<file path="src/rtl/button_debounce.sv">
// Per-button synchronizer and saturating-counter debouncer with registered level, press pulse and any-press flag.
// Defining BUTTON_DEBOUNCE_RELEASE_EN adds a btn_release output that pulses on each debounced 1->0 transition.
module button_debounce #(
    parameter int NBUTTONS        = 4,
    parameter int SYNC_STAGES     = 2,
    parameter int DEBOUNCE_CYCLES = 50000
) (
    input  logic                clk,
    input  logic                reset,
    input  logic [NBUTTONS-1:0] btn_raw,
    output logic [NBUTTONS-1:0] btn_level,
    output logic [NBUTTONS-1:0] btn_press,
    output logic                btn_any_press
`ifdef BUTTON_DEBOUNCE_RELEASE_EN
    ,
    output logic [NBUTTONS-1:0] btn_release
`endif
);

    localparam int CNT_BITS = $clog2(DEBOUNCE_CYCLES + 1);
    localparam logic [CNT_BITS-1:0] CNT_MAX = CNT_BITS'(DEBOUNCE_CYCLES - 1);

    typedef enum logic [1:0] {
        STABLE_LO = 2'd0,
        PEND_HI   = 2'd1,
        STABLE_HI = 2'd2,
        PEND_LO   = 2'd3
    } db_state_e;

    // Next-state press vector; btn_any_press registers its OR so it lines up with btn_press.
    logic [NBUTTONS-1:0] press_d;

    generate
        for (genvar gi = 0; gi < NBUTTONS; gi++) begin : g_btn
            logic [SYNC_STAGES-1:0] sync_q;
            logic                   s;
            db_state_e              state_q;
            logic [CNT_BITS-1:0]    cnt_q;
            logic                   level_q;
            logic                   press_q;

            always_ff @(posedge clk) begin
                if (reset) begin
                    sync_q <= '0;
                end else begin
                    sync_q <= {sync_q[SYNC_STAGES-2:0], btn_raw[gi]};
                end
            end

            assign s = sync_q[SYNC_STAGES-1];
            assign press_d[gi] = ~level_q & s & (cnt_q == CNT_MAX);

`ifdef BUTTON_DEBOUNCE_RELEASE_EN
            logic release_q;
`endif

            always_ff @(posedge clk) begin
                if (reset) begin
                    state_q   <= STABLE_LO;
                    cnt_q     <= '0;
                    level_q   <= 1'b0;
                    press_q   <= 1'b0;
`ifdef BUTTON_DEBOUNCE_RELEASE_EN
                    release_q <= 1'b0;
`endif
                end else begin
                    press_q   <= press_d[gi];
`ifdef BUTTON_DEBOUNCE_RELEASE_EN
                    release_q <= 1'b0;
`endif
                    case (state_q)
                        STABLE_LO, PEND_HI: begin
                            if (!s) begin
                                // Input fell back before the count completed: glitch rejected.
                                state_q <= STABLE_LO;
                                cnt_q   <= '0;
                            end else if (cnt_q == CNT_MAX) begin
                                state_q <= STABLE_HI;
                                level_q <= 1'b1;
                                cnt_q   <= '0;
                            end else begin
                                state_q <= PEND_HI;
                                cnt_q   <= cnt_q + CNT_BITS'(1);
                            end
                        end
                        default: begin
                            if (s) begin
                                state_q <= STABLE_HI;
                                cnt_q   <= '0;
                            end else if (cnt_q == CNT_MAX) begin
                                state_q   <= STABLE_LO;
                                level_q   <= 1'b0;
                                cnt_q     <= '0;
`ifdef BUTTON_DEBOUNCE_RELEASE_EN
                                release_q <= 1'b1;
`endif
                            end else begin
                                state_q <= PEND_LO;
                                cnt_q   <= cnt_q + CNT_BITS'(1);
                            end
                        end
                    endcase
                end
            end

            assign btn_level[gi] = level_q;
            assign btn_press[gi] = press_q;
`ifdef BUTTON_DEBOUNCE_RELEASE_EN
            assign btn_release[gi] = release_q;
`endif
        end
    endgenerate

    always_ff @(posedge clk) begin
        if (reset) begin
            btn_any_press <= 1'b0;
        end else begin
            btn_any_press <= |press_d;
        end
    end

endmodule

</file>
<file path="config.mk">
export PLATFORM = sky130hd
export DESIGN_NAME = button_debounce
export DESIGN_NICKNAME = d
export VERILOG_FILES = /design/src/rtl/button_debounce.sv
export SDC_FILE = /design/constraint.sdc
export NUM_CORES = 1
export LEC_CHECK = 0
export ABC_CLOCK_PERIOD_IN_PS = 2130
export CAP_MARGIN = 20
export CORE_UTILIZATION = 55
export DETAILED_ROUTE_END_ITERATION = 10
export PLACE_DENSITY = 0.77
export SLEW_MARGIN = 10
export SYNTH_ARGS = -nofsm -noshare
export SYNTH_HDL_FRONTEND = slang
export SYNTH_SLANG_ARGS = --single-unit
export TNS_END_PERCENT = 50
</file>
<file path="constraint.sdc">
create_clock -name clk -period 2.13 [get_ports clk]
set_input_delay 0.3195 -clock clk [delete_from_list [all_inputs] [get_ports clk]]
set_output_delay 0.3195 -clock clk [all_outputs]
set_load 0.01 [all_outputs]
</file>
==> flow_summary.ini <==
[timing]
fin_tns_setup_ns = 0
max_freq_mhz = 543.1
min_period_over_period = 0.8644
min_period_ns = 1.841
rsz0062_at_grt = no
drv_slew = 0
fin_ws_ns = 0.2888
finalClockSkew_ns = 0.01416
setup_viol = 0
hold_viol = 0
relSlewSlack = 0.6338
worstMarginPinSlew_ns = 0.5493

[floorplanning]
die_h_um = 83.85
io-pin-count = 15
coreArea_sq_mm = 0.006422
dieArea_sq_mm = 0.007031
rows = 29
start_util = 0.5737
die_w_um = 83.85

[synthesis]
synth_top_cell_by_area = dfxtp_1
synth_fp_nets = 416
synth_edf_count = 0
ys_top_cells_by_area = dfxtp_1 46%, xnor2_1 8.3%, nor2_1 7.0%
synth_area_per_cell_sq_um = 9.076
ys_types = 43
synth_seq_cells = 85
synth.top_cell.area_share = 0.4618
ys_seq_area_frac = 0.4618
yosysWarnings = 0
netlist_area_sq_mm = 0.003685
syn_inst = 406
ys.flop_type = dfxtp_1
synth_common_cells = 85 x dfxtp_1, 69 x nor2_1, 35 x xnor2_1
synth-async-reset-ratio = 0
synth_most_common_cell = dfxtp_1

[place]
dpl.hpwl_um = 4498
dp_worst_setup_slack_ns = 0.2917
io_buffers = 14
gp_congestion = 0.8035

[grt]
grt-ovfl-total = 0
antenna_found_initial = 0
grt_max_degree = 19
first_global_vias = 2691
grt_pass1_wl_um = 11600
track_usage = 0.2034

[power]
irDropWorstVdd_uv = 499.6
switching_power_mw = 0.6568
sw_frac_of_total = 0.2398
cellPowerDensity_mw_per_mm2 = 678.0
cellLeakagePower_nw = 1.265
clkPwrFrac = 0.384
p_comb_frac = 0.025
p_total_mw = 2.739
p_int_mw = 2.082
seqPwrFrac = 0.591

[worst_setup_path]
crit_arrival_ns = 2.12
r2r_start = g_btn[2].cnt_q[0]
r2r_end = btn_any_press
reg2reg_slack_ns = 0.29
critPathCaptureType = flip-flop
worstSetupPathType = flip-flop to flip-flop
startpoint_type = flip-flop
path_max_fanout = 4
worst_ep_required_time_ns = 2.41
rr_worst_depth = 5

[finish]
final_nets = 429
syn2layout_area_growth_pct = 9.643
fill_cells = 553
drive_gt1_frac = 0.08962
diodes = 0
fin_util = 0.6291

[min_path]
holdCritPathClass = flip-flop to flip-flop
worstHoldPathCells = 1
min_from = g_btn[2].sync_q[0]
hold_end = g_btn[2].sync_q[1]

[clock_tree]
clk_pin_slew_ns = 0.09
cts_tree = yes
hold_buffers = 0
post-cts-setup-buffer-count = 0
clk-insertion-delay-late_ns = 0.36
root_buffer = clkbuf_8
cts_buffers = 9
ctsResizeCount = 0
cts-htree-levels = 3
clock_path_buffers = 2
clkSinkCount = 85

[status]
violations = design-rule violations
status = finished, violations left

[route]
routed-via-count = 2777
drt_wl_total_um = 6378
routed_via_density = 5.543
routedWlPerCell_um = 12.73
drc = 4
postRouteAntennaNets = 0
first_pass_iters = 7
drt_iter0_markers = 107

[job]
cap_violations = 0
[worst max path at each step]
stage          depth (start not counted)               from            endpoint  slack [ns]
3_5_place_dp                           4              reset  g_btn[3].cnt_q[15]        0.29
4_1_cts                                5  g_btn[3].cnt_q[0]  g_btn[3].cnt_q[13]        0.29
2_1_floorplan                          5  g_btn[2].cnt_q[0]       btn_any_press        0.42
5_1_grt                                5  g_btn[2].cnt_q[0]       btn_any_press        0.12
3_3_place_gp                           4              reset  g_btn[3].cnt_q[13]        0.34
6_report                               5  g_btn[2].cnt_q[0]       btn_any_press        0.29
[flip-flops by register name (all words and copies together) (netlist names)]
signal	flops
g_btn.sync_q	8
g_btn.press_q	4
g_btn.state_q	4
g_btn.level_q	4
g_btn.cnt_q	64
btn_any_press	1
[cells in the final DEF, fill, tap and decap left out, drive strengths merged, types with 4 or more instances in the layout]
master and n:
ha 4, mux2i 5, xor2 16, nand4 19
a21oi 9, nor2b 10, or3 5, and4 6
o21ai 8, xnor2 35, dfxtp 85, inv 15
nor2 69, and3 9, or2 4, nor4 9
nand2 21, clkbuf 9, nor3 11, nor4bb 5
clkdlybuf4s50 14, buf 6, nand3 19
[cells by family after synthesis]
group                    share of synthesized area
multiplexers                               0.01358
buffers and inverters                      0.04176
adder cells (fa/ha/maj)                    0.01358
XOR/XNOR                                    0.1212
AND/OR/NAND/NOR                             0.3053
flip-flops                                  0.4618
AO/OA/AOI/OAI                              0.04279
[power groups by stage]
stage | Combinational (mW) | Clock [mW] | Sequential, mW
2_1_floorplan | 0.0474 | 0 | 1.65
3_3_place_gp | 0.0678 | 0 | 1.65
3_5_place_dp | 0.0697 | 0 | 1.66
4_1_cts | 0.0701 | 1.08 | 1.62
5_1_grt | 0.0770 | 1.15 | 1.62
6_report | 0.0691 | 1.05 | 1.62
[final cells by class]
cell class / instances / area (sq um) / share of cell area
Clock buffer: 9 / 123.9 / 0.03066
Sequential cell: 85 / 1702 / 0.4212
Clock inverter: 7 / 58.81 / 0.01456
Multi-Input combinational cell: 291 / 1829 / 0.4528
Timing Repair Buffer: 20 / 185.2 / 0.04583
Inverter: 12 / 45.04 / 0.01115
Tap cell: 77 / 96.34 / 0.02385
[worst max-delay path, cell delays in order (launching register included)]
cell	delay, ns
dfxtp_1	0.39
ha_1	0.24
and4_1	0.28
nand4_1	0.14
or3b_2	0.53
a41oi_2	0.19
[layer usage]
layer,share of wire,GRT usage,vias to the layer above
met5,0,0,-
met3,0.036,0.06528,2
met1,0.49,0.2593,1319
met4,0.0045,0.05956,0
li1,-,-,1423
met2,0.47,0.3294,33
[per-stage QoR]
step	area, sq um	cells	hold slack (ns)
after floorplan	3685	406	0.3911
after global routing	4040	501	0.4620
final	4040	501	0.4371
after CTS	4040	501	0.4390
after global placement	3857	485	0.4173
after detailed placement	3857	485	0.4223
Note: power is estimated with default switching activity, not from simulation.
